[config.mk]
export PLATFORM = sky130hd
export DESIGN_NAME = qspline_sdiv_32s_16s_seq_flat
export DESIGN_NICKNAME = d
export VERILOG_FILES = /design/src/rtl/qspline_sdiv_32s_16s_seq_if.sv /design/src/rtl/qspline_sdiv_32s_16s_seq.sv /design/src/flat_wrapper.sv
export SDC_FILE = /design/constraint.sdc
export NUM_CORES = 1
export LEC_CHECK = 0
export BUFFER_PORTS_ARGS = -buffer_cell sky130_fd_sc_hd__buf_2
export CAP_MARGIN = 10
export CORE_ASPECT_RATIO = 1.4
export CORE_MARGIN = 4
export CORE_UTILIZATION = 55
export CTS_CLUSTER_SIZE = 10
export DETAILED_ROUTE_END_ITERATION = 10
export PLACE_DENSITY = 0.85
export SLEW_MARGIN = 10
export SYNTH_ARGS = -nofsm -noshare
export SYNTH_HDL_FRONTEND = slang
export SYNTH_SLANG_ARGS = --single-unit
export TNS_END_PERCENT = 1
[constraint.sdc]
create_clock -name ap_clk -period 8.45 [get_ports ap_clk]
set_clock_uncertainty 0.05 [all_clocks]
set_input_delay 1.69 -clock ap_clk [delete_from_list [all_inputs] [get_ports ap_clk]]
set_output_delay 1.69 -clock ap_clk [all_outputs]
set_load 0.005 [all_outputs]
[src/rtl/qspline_sdiv_32s_16s_seq_if.sv]
`default_nettype none
// ============================================================================
//  Module   : qspline_sdiv_32s_16s_seq_if
//  Brief    : Operand/result handshake bundle for the sequential 32s/16s
//             signed divider. The err field exists only when
//             QSPLINE_SDIV_ERR_PORT_EN is defined.
//  Revision : 1.0 - initial release
// ============================================================================
interface qspline_sdiv_32s_16s_seq_if #(
  parameter int DIVIDEND_W = 32,
  parameter int DIVISOR_W  = 16
);
  logic                         in_valid;
  logic                         in_ready;
  logic signed [DIVIDEND_W-1:0] dividend;
  logic signed [DIVISOR_W-1:0]  divisor;
  logic                         out_valid;
  logic                         out_ready;
  logic signed [DIVIDEND_W-1:0] quotient;
  logic signed [DIVISOR_W-1:0]  remainder;
`ifdef QSPLINE_SDIV_ERR_PORT_EN
  logic [1:0]                   err;

  modport master (
    output in_valid, dividend, divisor, out_ready,
    input  in_ready, out_valid, quotient, remainder, err
  );
  modport slave (
    input  in_valid, dividend, divisor, out_ready,
    output in_ready, out_valid, quotient, remainder, err
  );
`else
  modport master (
    output in_valid, dividend, divisor, out_ready,
    input  in_ready, out_valid, quotient, remainder
  );
  modport slave (
    input  in_valid, dividend, divisor, out_ready,
    output in_ready, out_valid, quotient, remainder
  );
`endif
endinterface
`default_nettype wire

[src/rtl/qspline_sdiv_32s_16s_seq.sv]
`default_nettype none
// ============================================================================
//  Module   : qspline_sdiv_32s_16s_seq
//  Brief    : Sequential signed divider (restoring, one quotient bit per
//             cycle), C truncation semantics, valid/ready on both sides.
//             Divide-by-zero and MIN/-1 saturate. Optional macro
//             QSPLINE_SDIV_ERR_PORT_EN adds a 2-bit err flag in the bus.
//  Revision : 1.0 - initial release
// ============================================================================
module qspline_sdiv_32s_16s_seq #(
  parameter int DIVIDEND_W = 32,
  parameter int DIVISOR_W  = 16
) (
  input  wire logic                  ap_clk,
  input  wire logic                  ap_rst_n,
  qspline_sdiv_32s_16s_seq_if.slave  bus
);

  localparam int CNT_W = $clog2(DIVIDEND_W);
  localparam int REM_W = DIVISOR_W + 1;

  localparam logic [CNT_W-1:0]      CNT_LAST = CNT_W'(DIVIDEND_W - 1);
  localparam logic [CNT_W-1:0]      CNT_ONE  = CNT_W'(1);
  localparam logic [DIVIDEND_W-1:0] Q_MAX    = {1'b0, {(DIVIDEND_W-1){1'b1}}};
  localparam logic [DIVIDEND_W-1:0] Q_MIN    = {1'b1, {(DIVIDEND_W-1){1'b0}}};

  typedef enum logic [1:0] {
    S_IDLE = 2'd0,
    S_CALC = 2'd1,
    S_FIX  = 2'd2,
    S_DONE = 2'd3
  } state_t;

  state_t                  state_q,     state_d;
  logic [CNT_W-1:0]        cnt_q,       cnt_d;
  // Holds |dividend| at start; quotient bits shift in at the LSB as the
  // dividend bits shift out at the MSB, so it ends as |quotient|.
  logic [DIVIDEND_W-1:0]   dvd_q,       dvd_d;
  logic [DIVISOR_W-1:0]    rem_q,       rem_d;
  logic [REM_W-1:0]        dvs_q,       dvs_d;
  logic                    q_neg_q,     q_neg_d;
  logic                    r_neg_q,     r_neg_d;
  logic                    div0_q,      div0_d;
  logic                    ovf_q,       ovf_d;
  logic [DIVIDEND_W-1:0]   quotient_q,  quotient_d;
  logic [DIVISOR_W-1:0]    remainder_q, remainder_d;
`ifdef QSPLINE_SDIV_ERR_PORT_EN
  logic [1:0]              err_q,       err_d;
`endif

  // Operand preparation and one restoring step
  logic [DIVIDEND_W-1:0]   dvd_u;
  logic [DIVIDEND_W-1:0]   dvd_abs;
  logic [REM_W-1:0]        dvs_ext;
  logic [REM_W-1:0]        dvs_abs;
  logic [REM_W-1:0]        rem_shift;
  logic [REM_W:0]          trial;
  logic                    q_bit;
  logic                    trial_unused;

  assign dvd_u   = bus.dividend;
  assign dvd_abs = dvd_u[DIVIDEND_W-1] ? -dvd_u : dvd_u;
  // Sign-extend one bit so |MIN| is representable as an unsigned magnitude
  assign dvs_ext = {bus.divisor[DIVISOR_W-1], bus.divisor};
  assign dvs_abs = dvs_ext[REM_W-1] ? -dvs_ext : dvs_ext;

  assign rem_shift = {rem_q, dvd_q[DIVIDEND_W-1]};
  assign trial     = {1'b0, rem_shift} - {1'b0, dvs_q};
  assign q_bit     = ~trial[REM_W];
  // A kept trial result is below |divisor|, so its top magnitude bit is zero
  assign trial_unused = trial[DIVISOR_W];

  // Next-state, datapath and output-register computation
  always_comb begin
    state_d     = state_q;
    cnt_d       = cnt_q;
    dvd_d       = dvd_q;
    rem_d       = rem_q;
    dvs_d       = dvs_q;
    q_neg_d     = q_neg_q;
    r_neg_d     = r_neg_q;
    div0_d      = div0_q;
    ovf_d       = ovf_q;
    quotient_d  = quotient_q;
    remainder_d = remainder_q;
`ifdef QSPLINE_SDIV_ERR_PORT_EN
    err_d       = err_q;
`endif
    unique case (state_q)
      S_IDLE: begin
        if (bus.in_valid) begin
          dvd_d   = dvd_abs;
          dvs_d   = dvs_abs;
          rem_d   = '0;
          r_neg_d = bus.dividend[DIVIDEND_W-1];
          q_neg_d = bus.dividend[DIVIDEND_W-1] ^ bus.divisor[DIVISOR_W-1];
          div0_d  = (bus.divisor == '0);
          ovf_d   = (dvd_u == Q_MIN) && (bus.divisor == '1);
          cnt_d   = CNT_LAST;
          state_d = S_CALC;
        end
      end
      S_CALC: begin
        rem_d = q_bit ? trial[DIVISOR_W-1:0] : rem_shift[DIVISOR_W-1:0];
        dvd_d = {dvd_q[DIVIDEND_W-2:0], q_bit};
        if (cnt_q == '0) begin
          state_d = S_FIX;
        end else begin
          cnt_d = cnt_q - CNT_ONE;
        end
      end
      S_FIX: begin
        quotient_d  = q_neg_q ? -dvd_q : dvd_q;
        remainder_d = r_neg_q ? -rem_q : rem_q;
`ifdef QSPLINE_SDIV_ERR_PORT_EN
        err_d       = {ovf_q & ~div0_q, div0_q};
`endif
        if (div0_q) begin
          quotient_d  = r_neg_q ? Q_MIN : Q_MAX;
          remainder_d = '0;
        end else if (ovf_q) begin
          quotient_d  = Q_MAX;
          remainder_d = '0;
        end
        state_d = S_DONE;
      end
      S_DONE: begin
        if (bus.out_ready) begin
          state_d = S_IDLE;
        end
      end
      default: state_d = S_IDLE;
    endcase
  end

  // State and datapath registers with asynchronous active-low clear
  always_ff @(posedge ap_clk or negedge ap_rst_n) begin
    if (!ap_rst_n) begin
      state_q     <= S_IDLE;
      cnt_q       <= '0;
      dvd_q       <= '0;
      rem_q       <= '0;
      dvs_q       <= '0;
      q_neg_q     <= 1'b0;
      r_neg_q     <= 1'b0;
      div0_q      <= 1'b0;
      ovf_q       <= 1'b0;
      quotient_q  <= '0;
      remainder_q <= '0;
`ifdef QSPLINE_SDIV_ERR_PORT_EN
      err_q       <= '0;
`endif
    end else begin
      state_q     <= state_d;
      cnt_q       <= cnt_d;
      dvd_q       <= dvd_d;
      rem_q       <= rem_d;
      dvs_q       <= dvs_d;
      q_neg_q     <= q_neg_d;
      r_neg_q     <= r_neg_d;
      div0_q      <= div0_d;
      ovf_q       <= ovf_d;
      quotient_q  <= quotient_d;
      remainder_q <= remainder_d;
`ifdef QSPLINE_SDIV_ERR_PORT_EN
      err_q       <= err_d;
`endif
    end
  end

  assign bus.in_ready  = (state_q == S_IDLE);
  assign bus.out_valid = (state_q == S_DONE);
  assign bus.quotient  = quotient_q;
  assign bus.remainder = remainder_q;
`ifdef QSPLINE_SDIV_ERR_PORT_EN
  assign bus.err       = err_q;
`endif

endmodule
`default_nettype wire

[src/flat_wrapper.sv]
// flat-port wrapper written by rule: the top's interface ports become plain ports
module qspline_sdiv_32s_16s_seq_flat 
#(
  parameter int DIVIDEND_W = 32,
  parameter int DIVISOR_W  = 16
)
  (ap_clk, ap_rst_n, bus_in_valid, bus_dividend, bus_divisor, bus_out_ready, bus_in_ready, bus_out_valid, bus_quotient, bus_remainder);
  qspline_sdiv_32s_16s_seq_if #(.DIVIDEND_W(DIVIDEND_W), .DIVISOR_W(DIVISOR_W)) bus_i ();
  input  wire logic ap_clk;
  input  wire logic ap_rst_n;
  input wire logic [$bits(bus_i.in_valid)-1:0] bus_in_valid;
  input wire logic [$bits(bus_i.dividend)-1:0] bus_dividend;
  input wire logic [$bits(bus_i.divisor)-1:0] bus_divisor;
  input wire logic [$bits(bus_i.out_ready)-1:0] bus_out_ready;
  output wire logic [$bits(bus_i.in_ready)-1:0] bus_in_ready;
  output wire logic [$bits(bus_i.out_valid)-1:0] bus_out_valid;
  output wire logic [$bits(bus_i.quotient)-1:0] bus_quotient;
  output wire logic [$bits(bus_i.remainder)-1:0] bus_remainder;
  assign bus_i.in_valid = bus_in_valid;
  assign bus_i.dividend = bus_dividend;
  assign bus_i.divisor = bus_divisor;
  assign bus_i.out_ready = bus_out_ready;
  assign bus_in_ready = bus_i.in_ready;
  assign bus_out_valid = bus_i.out_valid;
  assign bus_quotient = bus_i.quotient;
  assign bus_remainder = bus_i.remainder;
  qspline_sdiv_32s_16s_seq #(.DIVIDEND_W(DIVIDEND_W), .DIVISOR_W(DIVISOR_W)) u_core (.ap_clk(ap_clk), .ap_rst_n(ap_rst_n), .bus(bus_i));
endmodule
==> results of run 1 <==
## power groups by stage
stage / Clock, mW / Sequential [mW] / Combinational (mW)
floorplan: 0 / 1.05 / 1.42
global placement: 0 / 1.14 / 1.79
detailed placement: 0 / 1.16 / 1.83
CTS: 0.773 / 1.15 / 1.87
global route: 0.802 / 1.20 / 2.11
finish: 0.769 / 1.17 / 1.89
## synth_stat cells (all sizes together), types with 18 or more instances
library cell,count
o211ai,18
o41ai,19
dfrtp,124
nor2,34
xor2,58
o22ai,23
xnor2,42
inv,62
ha,28
or3,25
clkbuf,49
o21ai,106
a21oi,43
nand2,103
o31ai,27
## final timing paths
check | from | end | cells after the start
min in group asynchronous | ap_rst_n | u_core.dvs_q[11] | 1
max in group asynchronous | ap_rst_n | u_core.bus.quotient[3] | 2
worst min register to register | u_core.dvs_q[4] | u_core.dvs_q[4] | 2
worst max-delay path | bus_dividend[14] | u_core.dvd_q[27] | 7
worst max register to register | u_core.rem_q[5] | u_core.rem_q[4] | 8
worst min-delay path | u_core.dvs_q[4] | u_core.dvs_q[4] | 2
## logic make-up after synthesis
kind of cell / count (synthesis) / share of synthesized area
buffers and inverters: 118 / 0.0546
and+or+nand+nor: 255 / 0.156
xor gates and xnor gates: 100 / 0.107
muxes: 18 / 0.0224
DFF: 124 / 0.378
AOI/OAI and AO/OA: 297 / 0.236
adders and majority gates: 29 / 0.0452
## layer usage
layer / up-vias / GRT usage / share of wire
li1: 3548 / - / -
met1: 3535 / 0.350 / 0.45
met2: 306 / 0.385 / 0.46
met3: 45 / 0.0501 / 0.065
met4: 0 / 0.0957 / 0.024
met5: - / 0 / 0
## sequential cells by signal, indices dropped and copies added, names as in the netlist
register,count
u_core.bus.quotient,32
u_core.bus.remainder,16
u_core.cnt_q,5
u_core.div0_q,1
u_core.dvd_q,32
u_core.dvs_q,17
u_core.ovf_q,1
u_core.q_neg_q,1
u_core.r_neg_q,1
u_core.rem_q,16
u_core.state_q,2
## critical path: cells and delay by family
kind,cells,cell delay [ns]
buffers and inverters,1,0.11
AOI/OAI and AO/OA,2,0.46
xor gates and xnor gates,1,0.19
and+or+nand+nor,2,1.12
muxes,1,0.28
## per-stage QoR
step / setup WS [ns] / hold slack (ns)
floorplan: 4.77 / 0.400
global placement: 4.51 / 0.414
detailed placement: 4.47 / 0.421
CTS: 4.88 / 0.432
global route: 4.52 / 0.465
finish: 4.85 / 0.429
## area by class of cell
class / count / area, µm² / share of cell area
flip-flops and latches: 124 / 3100 / 0.329
repair buffers: 107 / 553 / 0.0587
inverters: 62 / 233 / 0.0247
well taps: 189 / 236 / 0.0251
clock inverters: 12 / 161 / 0.0171
multi-input cells: 699 / 4670 / 0.496
clock buffers: 20 / 467 / 0.0495
==> run summary, run 1 <==
Placer Congestion: 0.867
Via/cell ratio: 6.13
Switching share of total power: 0.442
Layout Nets: 1092
Clock slew at reported path FFs: 0.06 ns
Largest stage delay, worst path: 0.67 ns
Vias: 7434
Clock buffer depth: 2
Leakage: 4.17 nW
Peak VDD IR: 0.175 mV
First-pass GRT wire length: 35400 µm
Num rows: 52
Initial antenna violation count: 0
H-tree depth: 4
Final setup violation count: 0
Max_cap viols: 0
Vias in the first global route: 7096
Overall Power: 3.83 mW
Total GRT Usage: 0.250
Chip width: 111 µm
Most frequent cells in the layout: dfrtp_1, o21ai_0, nand2_1, buf_2, inv_1
HPWL after DPL: 14900 µm
Crit path time final: 3.60 ns
Relative slew slack: 0.271
Dominant synthesized flop cell: dfrtp_1
R2R Setup Slk: 5.31 ns
Fin util: 0.647
Setup TNS: 0 ns
Synthesized instance count: 941
Post-cts hold buffer count: 0
Synth Net Count: 1022
Clock Tree Root: clkbuf_16
Initial Utilization: 0.563
Req. time, crit path: 8.71 ns
CTS tree: built
Share of cells above drive strength 1: 0.164
Cells after DPL: 1181
DR iter-0 viols: 726
Crit path launch type: primary input
Sequential Power Share: 0.305
Seq/Total Area, Yosys: 0.378
Worst Path Arrival: 3.86 ns
Largest cells by area after synthesis: dfrtp_1, o21ai_0, xor2_1
P&R area growth vs syn: 14.9%
Syn Area/Cell: 8.71 µm²
Skew-Pair Late Insertion Delay: 0.42 ns
Psw: 1.69 mW
Number of routed nets with antenna violations: 0
Fillcell total: 1209
Die Footprint: 0.0170 mm²
PwrDens: 406 mW/mm²
I/O Pins: 102
Critical path class: in -> reg
Total gr overflow: 0
Asr flop ratio synth: 1.00
Clk pwr share: 0.201
CP Max Fanout: 9
TritonCTS buffer count: 17
Die span in y: 152 µm
Synthesized cell area: 0.00820 mm²
Top cell type by total area after synthesis: dfrtp_1
Non-filler cells, final: 1213
Max-slew violations: 0
Worst path cell trace: buf_2 -> or3_1 -> or4_1 -> o41ai_2 -> xor2_1 -> o21ai_0 -> mux2_2
Final hold viol count: 0
Ys Warns: 0
Port Buf Inserts: 101
RSZ-0062 raised after global routing: no
Seq cells post-synth: 124
Comb pwr share: 0.494
CORE AREA: 0.0146 mm²
Routed len/inst: 17.3 µm
Slew @ Worst Pin: 1.09 ns
Status: finished clean
Period utilization: 0.426
Distinct cell type count after synthesis: 62
Worst path slowest cell: or4_1
Total wire length: 21000 µm
CTS resizes: 0
Hold Path Class: reg -> reg
1st-pass router iterations: 6
Post-CTS setup buffers: 0
Area after DPL: 0.00879 mm²
Post-synth EDFFs: 0
Largest net degree at the start of global routing: 68
Sink Count: 124
Internal power: 2.14 mW
Area fraction of the dominant cell type after synthesis: 0.378
DRC: 0
Commonest non-fill, non-tap cell in the layout: dfrtp_1
CP Capture Type: register
Antenna Cells: 0
Final instance area: 0.00942 mm²
Achievable frequency: 0.278 GHz
Power figures use the tool's default switching activity.
==> run 2: changes to the inputs <==
==> constraint.sdc (replaced) <==
create_clock -name ap_clk -period 3.4 [get_ports ap_clk]
set_clock_uncertainty 0.05 [all_clocks]
set_input_delay 0.68 -clock ap_clk [delete_from_list [all_inputs] [get_ports ap_clk]]
set_output_delay 0.68 -clock ap_clk [all_outputs]
set_load 0.005 [all_outputs]
==> run 2 against run 1 <==
  * Routed wire length rose by 0.78%
  * Global-route usage rose by 0.16 points
  * Sequential share of layout area fell by 0.32 points
  * Die area did not move
  * Final cell count rose by 0.66%
  * Critical path type is now reg -> reg
  * Critical endpoint is now u_core.rem_q[4]
  * Largest cell class unchanged
  * Highest routed layer unchanged
==> run summary, run 2 (same netlist as run 1, synthesis figures left out) <==
Max_cap viols: 0 (unchanged)
WHS: 0.249 ns (-0.180 ns)
Total gr overflow: 0 (unchanged)
Cells after DPL: 1189 (+0.68%)
Post-cts hold buffer count: 0 (unchanged)
CP Max Fanout: 14 (+5)
Req. time, crit path: 3.64 ns (-5.07 ns)
Place WS: 0.406 ns (-4.06 ns)
Number of routed nets with antenna violations: 0 (unchanged)
Total GRT Usage: 0.252 (+0.00163)
Total wire length: 21200 µm (+0.78%)
Initial Utilization: 0.563 (unchanged)
I/O Pins: 102 (unchanged)
Met2 Resource Use GR: 0.413 (+0.0285)
Die Footprint: 0.0170 mm² (unchanged)
Worst Path Arrival: 3.12 ns (-0.74 ns)
Clock Tree Root: clkbuf_16
Antenna Cells: 0 (unchanged)
Achievable frequency: 0.347 GHz
H-tree depth: 4 (unchanged)
Worst R2R Path Depth: 7 (-1)
PwrDens: 1010 mW/mm² (+150%)
Met3 Usage GRT: 0.0405 (-0.00954)
Status: finished clean
Largest net degree at the start of global routing: 60 (-12%)
CTS tree: built
Skew-Pair Late Insertion Delay: 0.42 ns (about the same)
Overall Power: 9.65 mW (+150%)
Setup slack after layout: 0.521 ns (-4.33 ns)
CORE AREA: 0.0146 mm² (unchanged)
GR Util met1: 0.334 (-0.0157)
1st-pass router iterations: 5 (-1)
DRC: 0 (unchanged)
Crit path time final: 2.88 ns
Die span in y: 152 µm (unchanged)
Post-CTS setup buffers: 0 (unchanged)
Peak VDD IR: 0.589 mV (+240%)
Port Buf Inserts: 101 (unchanged)
GRT busiest layer: met2
Num rows: 52 (unchanged)
Fin util: 0.653 (+0.00644)
Final hold viol count: 0 (unchanged)
Leakage: 4.23 nW (+1.3%)
RSZ-0062 raised after global routing: no
Share of cells above drive strength 1: 0.168 (+0.00357)
HPWL after DPL: 15300 µm (+2.5%)
Clock buffer depth: 2 (unchanged)
Final instance area: 0.00952 mm² (+1.0%)
Non-filler cells, final: 1221 (+0.66%)
First-pass GRT wire length: 35600 µm (+0.68%)
Vias: 7521 (+1.2%)
Area after DPL: 0.00887 mm² (+0.83%)
Clock slew at reported path FFs: 0.05 ns (about the same)
CTS resizes: 0 (unchanged)
Period utilization: 0.847
Via/cell ratio: 6.16 (+0.51%)
Vias in the first global route: 7319 (+3.1%)
Routed len/inst: 17.4 µm (+0.12%)
Setup TNS: 0 ns (unchanged)
Chip width: 111 µm (unchanged)
Max-slew violations: 0 (unchanged)
Layout Nets: 1100 (+0.73%)
Final setup violation count: 0 (unchanged)
Fillcell total: 1206 (-0.25%)
Relative slew slack: 0.329 (+0.0586)
DR iter-0 viols: 611 (-16%)
CP Capture Type: register
Placer Congestion: 0.880 (+1.5%)
Crit path launch type: register
Sink Count: 124 (unchanged)
P&R area growth vs syn: 16.1%
Slew @ Worst Pin: 1.01 ns (-0.0831 ns)
Most frequent cells in the layout: dfrtp_1, o21ai_0, nand2_1, buf_2, inv_1
TritonCTS buffer count: 17 (unchanged)
Critical path class: reg -> reg
Commonest non-fill, non-tap cell in the layout: dfrtp_1
Hold Path Class: in -> async
Initial antenna violation count: 0 (unchanged)
[run 2: metal layers]
layer	up-vias	share of wire
li1	3562	-
met1	3585	0.42
met2	325	0.48
met3	49	0.070
met4	0	0.026
met5	-	0
[run 2: final timing paths]
check | end | start | slack (ns)
min in group ap_clk | u_core.dvs_q[11] | u_core.dvs_q[11] | 0.44
max in group asynchronous | u_core.dvd_q[4] | ap_rst_n | 2.29
worst min-delay path | u_core.dvs_q[13] | ap_rst_n | 0.25
worst max register to register | u_core.rem_q[4] | u_core.rem_q[9] | 0.52
worst min register to register | u_core.dvs_q[11] | u_core.dvs_q[11] | 0.44
worst max-delay path | u_core.rem_q[4] | u_core.rem_q[9] | 0.52
[run 2: power by group]
part	switching, mW	leakage, nW	internal (mW)
sequential	0.766	1.50	2.13
clock	0.647	0.315	1.34
combinational	2.77	2.41	2.00
total	4.19	4.23	5.47
[run 2: critical path: stages (launching register included)]
cell	delay, ns
dfrtp_1	0.47
ha_1	0.38
a21o_1	0.26
a21o_1	0.20
a2111oi_2	0.40
a21oi_1	0.13
or2_0	0.47
a221o_1	0.39
[run 2: cell type report]
cell class                      instances  area [µm²]  area share
Clock buffer                           22         464      0.0488
Clock inverter                         10         185      0.0195
Inverter                               62         233      0.0245
Tap cell                              189         236      0.0248
Multi-Input combinational cell        699        4670       0.491
Sequential cell                       124        3100       0.326
Timing Repair Buffer                  115         626      0.0657
